### src/rtl/tomasulo_pkg.sv
// Shared Tomasulo types: field widths, opcode encodings and the CDB bundle.
package tomasulo_pkg;

    localparam int DATA_W = 16;
    localparam int ROB_W  = 3;
    localparam int RS_W   = 2;
    localparam int REG_W  = 4;
    localparam int FUNC_W = 4;

    typedef enum logic [FUNC_W-1:0] {
        OP_ADD   = 4'b0000,
        OP_SUB   = 4'b0001,
        OP_MUL   = 4'b0010,
        OP_DIV   = 4'b0011,
        OP_LOAD  = 4'b0100,
        OP_STORE = 4'b0101,
        OP_BEQ   = 4'b0110,
        OP_BNE   = 4'b0111
    } opcode_e;

    typedef enum logic {
        UNIT_ADD = 1'b0,
        UNIT_MUL = 1'b1
    } unit_e;

    typedef enum logic {
        MU_IDLE,
        MU_RUN
    } mu_state_e;

    typedef struct packed {
        logic              valid;
        logic              unit;
        logic [RS_W-1:0]   rsindex;
        logic [ROB_W-1:0]  rob_ind;
        logic [REG_W-1:0]  rd;
        logic [DATA_W-1:0] data;
    } cdb_t;

    function automatic logic is_mul_op(input logic [FUNC_W-1:0] f);
        return (f == OP_MUL) || (f == OP_DIV);
    endfunction

    // Upper half of the opcode space is reserved and never issues.
    function automatic logic is_add_op(input logic [FUNC_W-1:0] f);
        return !f[FUNC_W-1] && !is_mul_op(f);
    endfunction

endpackage

### src/rtl/exec_mul_unit.sv
// Multi-cycle mul/div unit: holds one operation and raises done for the
// cycle before its CDB edge.
module exec_mul_unit #(
    parameter int DATA_W  = 16,
    parameter int MUL_LAT = 3,
    parameter int DIV_LAT = 6
) (
    input  logic                             clk1,
    input  logic                             rst,
    input  logic                             start,
    input  logic                             is_div,
    input  logic [DATA_W-1:0]                a,
    input  logic [DATA_W-1:0]                b,
    input  logic [tomasulo_pkg::RS_W-1:0]    rsindex,
    input  logic [tomasulo_pkg::ROB_W-1:0]   rob_ind,
    input  logic [tomasulo_pkg::REG_W-1:0]   rd,
    output logic                             busy,
    output logic                             done,
    output logic [DATA_W-1:0]                result,
    output logic [tomasulo_pkg::RS_W-1:0]    res_rsindex,
    output logic [tomasulo_pkg::ROB_W-1:0]   res_rob_ind,
    output logic [tomasulo_pkg::REG_W-1:0]   res_rd
);
    import tomasulo_pkg::*;

    localparam int MAX_LAT = (MUL_LAT > DIV_LAT) ? MUL_LAT : DIV_LAT;
    localparam int CNT_W   = $clog2(MAX_LAT + 1);

    mu_state_e           state;
    logic [CNT_W-1:0]    cnt;
    logic                op_div;
    logic [DATA_W-1:0]   a_q;
    logic [DATA_W-1:0]   b_q;
    logic [2*DATA_W-1:0] prod;

    // Counter is loaded with LAT-1 so done is seen during the cycle that
    // ends on edge issue+LAT, where the top registers it onto the CDB.
    always_ff @(posedge clk1) begin
        if (rst) begin
            state       <= MU_IDLE;
            cnt         <= '0;
            op_div      <= 1'b0;
            a_q         <= '0;
            b_q         <= '0;
            res_rsindex <= '0;
            res_rob_ind <= '0;
            res_rd      <= '0;
        end else if (start) begin
            state       <= MU_RUN;
            cnt         <= is_div ? CNT_W'(DIV_LAT - 1) : CNT_W'(MUL_LAT - 1);
            op_div      <= is_div;
            a_q         <= a;
            b_q         <= b;
            res_rsindex <= rsindex;
            res_rob_ind <= rob_ind;
            res_rd      <= rd;
        end else if (state == MU_RUN) begin
            if (cnt == '0) begin
                state <= MU_IDLE;
            end else begin
                cnt <= cnt - CNT_W'(1);
            end
        end
    end

    assign busy = (state == MU_RUN);
    assign done = (state == MU_RUN) && (cnt == '0);
    assign prod = (2*DATA_W)'(a_q) * (2*DATA_W)'(b_q);

    always_comb begin
        result = prod[DATA_W-1:0];
        if (op_div) begin
            result = (b_q == '0) ? '1 : a_q / b_q;
        end
    end

endmodule

### src/rtl/exec_unit.sv
// Tomasulo execute stage: single-cycle add unit, multi-cycle mul/div unit and
// one registered CDB where the mul unit wins collisions.
module exec_unit #(
    parameter int DATA_W  = tomasulo_pkg::DATA_W,
    parameter int MUL_LAT = 3,
    parameter int DIV_LAT = 6
) (
    input  logic                              clk1,
    input  logic                              rst,
    input  logic                              exec_b,
    input  logic [tomasulo_pkg::RS_W-1:0]     rsindex,
    input  logic [DATA_W-1:0]                 rs1data,
    input  logic [DATA_W-1:0]                 rs2data,
    input  logic [tomasulo_pkg::FUNC_W-1:0]   func,
    input  logic [tomasulo_pkg::ROB_W-1:0]    rob_ind,
    input  logic [tomasulo_pkg::REG_W-1:0]    rd,
    output logic                              add_busy,
    output logic                              mul_busy,
    output logic                              cdb_valid,
    output logic                              cdb_unit,
    output logic [tomasulo_pkg::RS_W-1:0]     cdb_rsindex,
    output logic [tomasulo_pkg::ROB_W-1:0]    cdb_rob_ind,
    output logic [tomasulo_pkg::REG_W-1:0]    cdb_rd,
    output logic [DATA_W-1:0]                 cdb_data
);
    import tomasulo_pkg::*;

    logic [FUNC_W-1:0] add_func;
    logic [DATA_W-1:0] add_a;
    logic [DATA_W-1:0] add_b;
    logic [RS_W-1:0]   add_rs;
    logic [ROB_W-1:0]  add_rob;
    logic [REG_W-1:0]  add_rd;
    logic [DATA_W-1:0] add_result;

    logic              mul_done;
    logic [DATA_W-1:0] mul_result;
    logic [RS_W-1:0]   mul_rs;
    logic [ROB_W-1:0]  mul_rob;
    logic [REG_W-1:0]  mul_rd;

    logic add_grant;
    logic add_accept;
    logic mul_accept;
    cdb_t cdb_q;

    // A unit may accept a new op on the same edge its result leaves.
    assign add_grant  = add_busy && !mul_done;
    assign add_accept = exec_b && is_add_op(func) && (!add_busy || add_grant);
    assign mul_accept = exec_b && is_mul_op(func) && (!mul_busy || mul_done);

    always_comb begin
        add_result = add_a + add_b;
        case (add_func)
            OP_SUB:  add_result = add_a - add_b;
            OP_BEQ:  add_result = DATA_W'(add_a == add_b);
            OP_BNE:  add_result = DATA_W'(add_a != add_b);
            default: add_result = add_a + add_b;
        endcase
    end

    exec_mul_unit #(
        .DATA_W  (DATA_W),
        .MUL_LAT (MUL_LAT),
        .DIV_LAT (DIV_LAT)
    ) u_mul (
        .clk1        (clk1),
        .rst         (rst),
        .start       (mul_accept),
        .is_div      (func == OP_DIV),
        .a           (rs1data),
        .b           (rs2data),
        .rsindex     (rsindex),
        .rob_ind     (rob_ind),
        .rd          (rd),
        .busy        (mul_busy),
        .done        (mul_done),
        .result      (mul_result),
        .res_rsindex (mul_rs),
        .res_rob_ind (mul_rob),
        .res_rd      (mul_rd)
    );

    // A blocked add keeps its holding register untouched, so the result
    // broadcast a cycle later is identical to the one that lost arbitration.
    always_ff @(posedge clk1) begin
        if (rst) begin
            cdb_q    <= '0;
            add_busy <= 1'b0;
            add_func <= '0;
            add_a    <= '0;
            add_b    <= '0;
            add_rs   <= '0;
            add_rob  <= '0;
            add_rd   <= '0;
        end else begin
            cdb_q <= '0;
            if (mul_done) begin
                cdb_q <= '{valid: 1'b1, unit: UNIT_MUL, rsindex: mul_rs,
                           rob_ind: mul_rob, rd: mul_rd, data: mul_result};
            end else if (add_busy) begin
                cdb_q <= '{valid: 1'b1, unit: UNIT_ADD, rsindex: add_rs,
                           rob_ind: add_rob, rd: add_rd, data: add_result};
            end

            if (add_accept) begin
                add_busy <= 1'b1;
                add_func <= func;
                add_a    <= rs1data;
                add_b    <= rs2data;
                add_rs   <= rsindex;
                add_rob  <= rob_ind;
                add_rd   <= rd;
            end else if (add_grant) begin
                add_busy <= 1'b0;
            end
        end
    end

    assign cdb_valid   = cdb_q.valid;
    assign cdb_unit    = cdb_q.unit;
    assign cdb_rsindex = cdb_q.rsindex;
    assign cdb_rob_ind = cdb_q.rob_ind;
    assign cdb_rd      = cdb_q.rd;
    assign cdb_data    = cdb_q.data;

endmodule

### config.mk
export PLATFORM = sky130hd
export DESIGN_NAME = exec_unit
export DESIGN_NICKNAME = d
export VERILOG_FILES = /design/src/rtl/tomasulo_pkg.sv /design/src/rtl/exec_mul_unit.sv /design/src/rtl/exec_unit.sv
export SDC_FILE = /design/constraint.sdc
export NUM_CORES = 1
export LEC_CHECK = 0
export ABC_CLOCK_PERIOD_IN_PS = 72600
export CAP_MARGIN = 20
export CELL_PAD_IN_SITES_DETAIL_PLACEMENT = 0
export CELL_PAD_IN_SITES_GLOBAL_PLACEMENT = 1
export CORE_MARGIN = 8
export CORE_UTILIZATION = 50
export DETAILED_ROUTE_END_ITERATION = 8
export GPL_TIMING_DRIVEN = 0
export PLACE_DENSITY = 0.9
export SETUP_SLACK_MARGIN = 0.5
export SLEW_MARGIN = 20
export SYNTH_ARGS = -nofsm -noshare
export SYNTH_HDL_FRONTEND = slang
export SYNTH_SLANG_ARGS = --single-unit
### constraint.sdc
create_clock -name clk1 -period 72.6 [get_ports clk1]
set_input_delay 10.89 -clock clk1 [delete_from_list [all_inputs] [get_ports clk1]]
set_output_delay 10.89 -clock clk1 [all_outputs]
set_load 0.02 [all_outputs]
==> out/qor.csv, run 1 <==
metric,value,unit
dieArea,38900,sq um
slowest_stage,a21oi_1,
reg2reg_slack,39.88,ns
grt_setup_unrepaired,no,
vias,15988,
crit_path_max_incr_delay,0.81,ns
clkSlewWorstSetupHoldPaths,0.06,ns
syn_area,16400,sq um
critPathRequiredTime,72.88,ns
syn-num-nets,2520,
final_nets,2620,
ys_types,87,
maxCapViolCount,0,
finClkSkew,0.00925,ns
drt_iter0_markers,1134,
clk_latency,0.43,ns
yosys_warnings,0,
overflow,0,
grt_util_all_layers,0.271,
period_needed,32.72,ns
hold_path.class,flop to flop,
die_h,197,um
crit_type,flop to flop,
viasPerCell,5.87,
grt_max_degree,19,
cts_buffers,17,
cts_tree,done,
async_flop_share,0,
clock-sinks,119,
area_delta_synth_final,12.1,%
die_w,197,um
wl_per_cell,19.4,um
final_layout_size_suffix_gt1_frac,0.0500,
postCtsHoldBufs,0,
first_pass_iters,5,
dp.cells,2690,
pin_count,77,
grt_pass1_vias,15902,
synthCells,2168,
ant_nets,0,
cts.path.max_buffers,2,
htree_levels,4,
antenna_cells,0,
seq_area_frac_synth,0.145,
stdcell_count,2723,
utilization,0.567,
slew_headroom,0.231,
cts-root-buf,clkbuf_16,
hold_viol,0,
drc_errors,0,
worstPathMaxFanout,10,
grt_pass1_wl,84.7,mm
row_count,66,
yosys_most_used_dff,dfxtp_1,
ys_seq_elements,119,
nFillCells,3124,
status,"finished, final reports clean",
syn_avg_cell_area,7.58,sq um
synth-edff-count,0,
final_area,18400,sq um
fin_crit_sh,0.451,
worst_path_most_repeated_cell,a21oi_1,
ctsResizeCount,0,
setup_viol,0,
fmax,30.6,MHz
cts_setup_buffers,0,
tns,0,ns
numPortBuffers,76,
worstPathArrival,33.00,ns
startpoint_type,flop,
core,32500,sq um
placed_cell_area,17800,sq um
end_kind,flop,
tightest_slew,1.15,ns
grt_antenna_before_repair,0,
slew_violations,0,
gp_congestion,0.963,
wirelength,52.9,mm
initial_core_util,0.506,
dp_hpwl,42.7,mm
==> cell families (layout without fill, tap and decap cells) <==
kind of cell	after synthesis	count (layout)	synth area share
AND/OR/NAND/NOR	740	740	0.206
AO/OA/AOI/OAI	562	562	0.225
adder cells (fa/ha/maj)	304	304	0.269
buffers and inverters	288	401	0.0670
flip-flops	119	119	0.145
XOR/XNOR	117	117	0.0624
multiplexers	38	38	0.0257
==> critical path, delay by kind of cell (launching register included) <==
family                     cells  cell delay [ns]
AOI/OAI and AO/OA             58            16.12
adders and majority gates     15             4.93
buffers and inverters         12             4.06
DFF                            1             0.29
muxes                          3             1.23
and+or+nand+nor               25             5.91
==> layout by cell type (no fill, tap or decap), types with 7 or more instances in the layout <==
cell type        count
and3_1              10
mux2i_1              8
o31ai_1             12
nand2_1            369
xor2_1              38
or4_1                7
a21o_1              49
o211ai_1            21
and2_1              27
xnor2_1             79
o221ai_1            20
a21oi_1            195
a21boi_0             8
a31oi_1             22
clkdlybuf4s50_1     76
nand3_1             36
fa_1                82
ha_1               222
clkbuf_16           17
buf_2                8
a211oi_1            10
o21ai_0             76
inv_1              190
or3_1               23
or2_2               13
a221oi_1             7
o21ai_1              8
nor3_1              49
nor2_1             124
o21bai_1             9
mux2_2              29
a22o_1              12
dfxtp_1            119
nand2b_1            24
nor2b_1             15
o21a_1              31
clkbuf_1            90
nand4_1             11
==> stage by stage <==
step                      setup slack (ns)  hold slack (ns)
after floorplan                      47.47            0.436
after global routing                 37.64            0.477
after detailed placement             40.45            0.447
final                                39.88            0.454
after global placement               40.08            0.442
after CTS                            40.37            0.454
==> state kept, by name (all words and copies together), names as in the netlist, 2 cells and up <==
register and cells:
u_mul.res_rd 4, cdb_rsindex 2, cdb_rob_ind 3, u_mul.cnt 3, u_mul.b_q 16, add_func 4
cdb_rd 4, add_rs 2, cdb_data 16, u_mul.a_q 16, u_mul.res_rob_ind 3, add_rob 3
add_rd 4, add_a 16, u_mul.res_rsindex 2, add_b 16
==> cell type report <==
| type | instances | area (sq um) | area share |
|---|---|---|---|
| Timing Repair Buffer | 81 | 812 | 0.0441 |
| Clock inverter | 11 | 148 | 0.00802 |
| Multi-Input combinational cell | 1761 | 13000 | 0.704 |
| Sequential cell | 119 | 2380 | 0.129 |
| Buffer | 98 | 387 | 0.0210 |
| Tap cell | 442 | 553 | 0.0300 |
| Clock buffer | 21 | 460 | 0.0250 |
| Inverter | 190 | 713 | 0.0387 |
==> path summary, 6_finish.rpt <==
kind / start / endpoint / cells past startpoint
worst max-delay path: u_mul.b_q[10] / cdb_data[0] / 113
worst min-delay path: add_rd[3] / add_rd[3] / 2
worst max register to register: u_mul.b_q[10] / cdb_data[0] / 113
worst min register to register: add_rd[3] / add_rd[3] / 2
==> per-layer routing <==
| layer | global-route usage | vias up | routed length (um) |
|---|---|---|---|
| met2 | 0.473 | 509 | 25700 |
| met4 | 0.108 | 0 | 1890 |
| met3 | 0.0300 | 101 | 2510 |
| li1 | - | 7758 | - |
| met5 | 0 | - | 0 |
| met1 | 0.338 | 7620 | 22800 |
==> Yosys cell counts (29+ instances only) <==
| library cell | number | area share |
|---|---|---|
| nand3_1 | 36 | 0.011 |
| o21ai_0 | 76 | 0.023 |
| xnor2_1 | 79 | 0.042 |
| a21oi_1 | 195 | 0.059 |
| nand2_1 | 369 | 0.084 |
| nor3_1 | 49 | 0.015 |
| dfxtp_1 | 119 | 0.15 |
| a21o_1 | 49 | 0.022 |
| ha_1 | 222 | 0.17 |
| inv_1 | 190 | 0.043 |
| nor2_1 | 124 | 0.028 |
| mux2_2 | 29 | 0.020 |
| xor2_1 | 38 | 0.020 |
| clkbuf_1 | 88 | 0.020 |
| o21a_1 | 31 | 0.014 |
| fa_1 | 82 | 0.10 |
Power of run 1 is left out: the tool's default activity adds up to more than one toggle a clock period on the data nets, which glitch-free logic cannot reach.
==> run 2: changes to the inputs <==
--- a/config.mk
+++ b/config.mk
@@ -5,15 +5,15 @@
 export SDC_FILE = /design/constraint.sdc
 export NUM_CORES = 1
 export LEC_CHECK = 0
-export ABC_CLOCK_PERIOD_IN_PS = 72600
+export ABC_CLOCK_PERIOD_IN_PS = 29400
 export CAP_MARGIN = 20
 export CELL_PAD_IN_SITES_DETAIL_PLACEMENT = 0
 export CELL_PAD_IN_SITES_GLOBAL_PLACEMENT = 1
 export CORE_MARGIN = 8
-export CORE_UTILIZATION = 50
+export CORE_UTILIZATION = 43
 export DETAILED_ROUTE_END_ITERATION = 8
 export GPL_TIMING_DRIVEN = 0
-export PLACE_DENSITY = 0.9
+export PLACE_DENSITY = 0.83
 export SETUP_SLACK_MARGIN = 0.5
 export SLEW_MARGIN = 20
 export SYNTH_ARGS = -nofsm -noshare
==> constraint.sdc (replaced) <==
create_clock -name clk1 -period 29.4 [get_ports clk1]
set_input_delay 4.41 -clock clk1 [delete_from_list [all_inputs] [get_ports clk1]]
set_output_delay 4.41 -clock clk1 [all_outputs]
set_load 0.02 [all_outputs]
==> out/qor.csv, run 2 (synthesis gave the netlist of run 1 again) <==
metric,value,unit,change
critPathRequiredTime,29.68,ns,-43.20 ns
wl_per_cell,19.5,um,+0.30%
hold_viol,0,,unchanged
clock-sinks,119,,unchanged
clkSlewWorstSetupHoldPaths,0.06,ns,about the same
die_h,211,um,+7.2%
viasPerCell,5.73,,-2.4%
holdPathEnd,u_mul.res_rsindex[0],,
status,"finished, final reports clean",,
final_cell_mix,"nand2_1 (367), ha_1 (221), inv_1 (189)",,
row_count,71,,+7.6%
cts-root-buf,clkbuf_16,,
postCtsHoldBufs,0,,unchanged
gp_congestion,0.950,,-1.3%
pin_count,77,,unchanged
crit_path_max_incr_delay,0.51,ns,-0.30 ns
dieArea,44700,sq um,+15%
worstPathMaxFanout,10,,unchanged
vias,16078,,+0.56%
grt_max_degree,19,,unchanged
drc_errors,0,,unchanged
overflow,0,,unchanged
fin_crit_sh,0.932,,+0.482
reg2reg_slack,1.99,ns,-37.89 ns
grt_util_all_layers,0.240,,-0.0315
cts_buffers,17,,unchanged
hold_path.class,flop to flop,,
dp_hpwl,43.5,mm,+1.8%
cp-startpoint,u_mul.b_q[13],,
grt_antenna_before_repair,0,,unchanged
initial_core_util,0.436,,-0.0700
r2r-start,u_mul.b_q[13],,
end_kind,flop,,
finClkSkew,0.00711,ns,-0.00214 ns
final_nets,2635,,+0.57%
startpoint_type,flop,,
cts.path.max_buffers,2,,unchanged
htree_levels,4,,unchanged
worst_path_most_repeated_cell,ha_1,,
holdWs,0.454,ns,+0.000258 ns
slew_violations,0,,unchanged
slew_headroom,0.239,,+0.00766
final_layout_size_suffix_gt1_frac,0.0832,,+0.0332
layout_commonest_cell,nand2_1,,
wirelength,54.7,mm,+3.4%
period_needed,27.41,ns,-5.31 ns
first_pass_iters,5,,unchanged
holdCritStartpoint,u_mul.res_rsindex[0],,
clk_latency,0.42,ns,about the same
r2r_end,cdb_data[0],,
maxCapViolCount,0,,unchanged
tns,0,ns,unchanged
crit_type,flop to flop,,
core,37700,sq um,+16%
die_w,211,um,+7.2%
fmax,36.5,MHz,+19%
ant_nets,0,,unchanged
setup_viol,0,,unchanged
drt_iter0_markers,928,,-18%
numPortBuffers,76,,unchanged
cts_tree,done,,
antenna_cells,0,,unchanged
grt_pass1_wl,85.3,mm,+0.70%
grt_pass1_vias,15726,,-1.1%
slowest_stage,o21ai_0,,
tightest_slew,1.14,ns,-0.0115 ns
worstHoldPathCells,2,,unchanged
area_delta_synth_final,15.4,%,
r2r_cells,117,,+3.5%
grt_setup_unrepaired,no,,
worstPathArrival,27.69,ns,-5.31 ns
## run 2: cell count changes in the layout (fill, tap and decap cells not counted), moves of 7 or more
cell      previous run  this run
buf_4                1        19
clkbuf_2             0         7
a21oi_2              1         9
clkbuf_1            90        78
a21oi_1            195       186
## run 2: routing by layer
| metal | global-route usage | routed length, um | up-vias |
|---|---|---|---|
| met3 | 0.0272 | 2800 | 88 |
| met5 | 0 | 0 | - |
| met2 | 0.416 | 26200 | 509 |
| met1 | 0.301 | 23900 | 7676 |
| li1 | - | - | 7805 |
| met4 | 0.0937 | 1820 | 0 |
## run 2: worst max-delay path, delay by kind of cell, from the launching register on
| family | cells | cell delay (ns) |
|---|---|---|
| AOI/OAI and AO/OA | 56 | 12.36 |
| adders and majority gates | 15 | 4.84 |
| buffers and inverters | 15 | 2.79 |
| DFF | 1 | 0.40 |
| muxes | 4 | 1.52 |
| and+or+nand+nor | 27 | 5.30 |
## run 2: repair_timing
action | in CTS | in global routing
hold endpoints to repair | 0 | 0
setup buffers | 7 | 11
pin swaps | 2 | 8
gates resized for setup | 31 | 57
endpoints found under the setup margin | 2 | 2
## run 2: worst max-delay path by stage
stage                        to  slack (ns)  cells past startpoint
floorplan           cdb_data[0]        4.27                    111
global placement    cdb_data[0]       -3.02                    111
detailed placement  cdb_data[0]       -2.54                    112
CTS                 cdb_data[0]        0.55                    114
global route        cdb_data[0]        0.39                    123
finish              cdb_data[0]        1.99                    117
## run 2: area by class of cell
class	count	area, sq um
fillers	3758	18700
multi-input cells	1761	13300
flip-flops and latches	119	2390
repair buffers	96	928
inverters	190	717
well taps	511	639
clock buffers	19	453
plain buffers	98	410
clock inverters	13	146
## run 2: per-stage QoR
| stage | cell area, sq um | setup WS [ns] | util | instances |
|---|---|---|---|---|
| 6_report | 18900 | 1.99 | 0.503 | 2807 |
| 4_1_cts | 18700 | 0.546 | 0.495 | 2796 |
| 3_3_place_gp | 17800 | -3.02 | 0.473 | 2755 |
| 5_1_grt | 18900 | 0.387 | 0.503 | 2807 |
| 3_5_place_dp | 17900 | -2.54 | 0.474 | 2757 |
| 2_1_floorplan | 16400 | 4.27 | - | 2168 |
Power of run 2 is left out for the same reason.
==> run 3: changes to the inputs <==
--- a/config.mk
+++ b/config.mk
@@ -9,6 +9,7 @@
 export CAP_MARGIN = 20
 export CELL_PAD_IN_SITES_DETAIL_PLACEMENT = 0
 export CELL_PAD_IN_SITES_GLOBAL_PLACEMENT = 1
+export CORE_ASPECT_RATIO = 1.4
 export CORE_MARGIN = 8
 export CORE_UTILIZATION = 43
 export DETAILED_ROUTE_END_ITERATION = 8
==> out/qor.csv, run 3 (synthesis gave the netlist of run 1 again) <==
metric,value,unit,change
status,"finished, final reports clean",,
area_delta_synth_final,14.9,%,
antenna_cells,0,,unchanged
postCtsHoldBufs,0,,unchanged
worstPathArrival,27.58,ns,-0.11 ns
grt_util_all_layers,0.247,,+0.00712
overflow,0,,unchanged
cts_buffers,17,,unchanged
holdWs,0.457,ns,+0.00307 ns
r2r-start,u_mul.b_q[14],,
register_area,2390,sq um,unchanged
slowest_stage,or4_1,,
grt_antenna_before_repair,0,,unchanged
first_pass_iters,6,,+1
ant_nets,0,,unchanged
clk_latency,0.43,ns,about the same
finClkSkew,0.00450,ns,-0.00261 ns
startpoint_type,flop,,
drc_errors,0,,unchanged
critPathRequiredTime,29.69,ns,about the same
wl_per_cell,20.1,um,+3.1%
cp-startpoint,u_mul.b_q[14],,
wirelength,55.7,mm,+1.8%
grt_pass1_vias,16358,,+4.0%
period_needed,27.29,ns,-0.118 ns
grt_setup_unrepaired,no,,
grt_max_degree,20,,+1
hold_viol,0,,unchanged
row_count,84,,+18%
die_h,247,um,+17%
clock-sinks,119,,unchanged
layout_commonest_cell,nand2_1,,
setup_viol,0,,unchanged
slew_violations,0,,unchanged
fmax,36.6,MHz,+0.43%
die_w,181,um,-14%
end_kind,flop,,
clkSlewWorstSetupHoldPaths,0.06,ns,about the same
worst_path_most_repeated_cell,ha_1,,
tightest_slew,1.17,ns,+0.0299 ns
nFillCells,3763,,+0.13%
htree_levels,4,,unchanged
core,37600,sq um,-0.11%
initial_core_util,0.437,,+0.000464
pin_count,77,,unchanged
crit_type,flop to flop,,
fin_crit_sh,0.928,,-0.00401
gp_congestion,0.989,,+4.1%
multi_input_area,13200,sq um,-0.28%
tns,0,ns,unchanged
slew_headroom,0.220,,-0.0191
final_cell_mix,"nand2_1 (367), ha_1 (221), inv_1 (188)",,
dp_hpwl,45.2,mm,+3.9%
viasPerCell,5.75,,+0.45%
hold_path.class,flop to flop,,
final_layout_size_suffix_gt1_frac,0.0832,,unchanged
grt_pass1_wl,87.0,mm,+2.0%
worstPathMaxFanout,10,,unchanged
dieArea,44800,sq um,+0.20%
vias,15931,,-0.91%
utilization,0.502,,-0.00143
crit_path_max_incr_delay,0.52,ns,about the same
holdCritStartpoint,add_rd[3],,
maxCapViolCount,0,,unchanged
numPortBuffers,76,,unchanged
final_nets,2635,,unchanged
drt_iter0_markers,808,,-13%
cts-root-buf,clkbuf_16,,
cts.path.max_buffers,2,,unchanged
cts_tree,done,,
-- run 3: timing repair --
item                                    in CTS  in global routing
buffers inserted                             9                  9
endpoints found under the hold margin        0                  0
pin swaps                                    4                  8
endpoints found under the setup margin       2                  2
resized for setup                           30                 56
-- run 3: metal layers --
layer | routed length [um] | GRT usage | vias up
met5 | 0 | 0 | -
met1 | 21000 | 0.255 | 7570
li1 | - | - | 7783
met3 | 1890 | 0.0251 | 156
met4 | 3560 | 0.161 | 0
met2 | 29200 | 0.469 | 422
-- run 3: worst paths after layout --
path,endpoint,slack [ns],cells past startpoint
setup / recovery,cdb_data[0],2.11,118
hold / removal,add_rd[3],0.46,2
setup reg to reg,cdb_data[0],2.11,118
hold reg to reg,add_rd[3],0.46,2
-- run 3: critical path, delay by kind of cell, from the launching register on --
kind / cells / cell delay [ns]
multiplexers: 6 / 2.28
flip-flops: 1 / 0.38
AND/OR/NAND/NOR: 25 / 4.50
adder cells (fa/ha/maj): 15 / 4.85
buffers and inverters: 16 / 3.20
AO/OA/AOI/OAI: 56 / 11.90
-- run 3: area by class of cell --
type	count	area share
inverters	190	0.0380
multi-input cells	1761	0.701
flip-flops and latches	119	0.126
well taps	473	0.0314
clock buffers	18	0.0233
plain buffers	98	0.0217
clock inverters	14	0.0100
repair buffers	96	0.0483
-- run 3: through the flow --
step                      instances  cell area, sq um  setup slack (ns)
after floorplan                2168             16400              4.27
after global placement         2717             17800             -3.10
after detailed placement       2719             17800             -2.68
after CTS                      2760             18600             0.593
after global routing           2769             18900             0.475
final                          2769             18900              2.11
Power of run 3 is left out for the same reason.
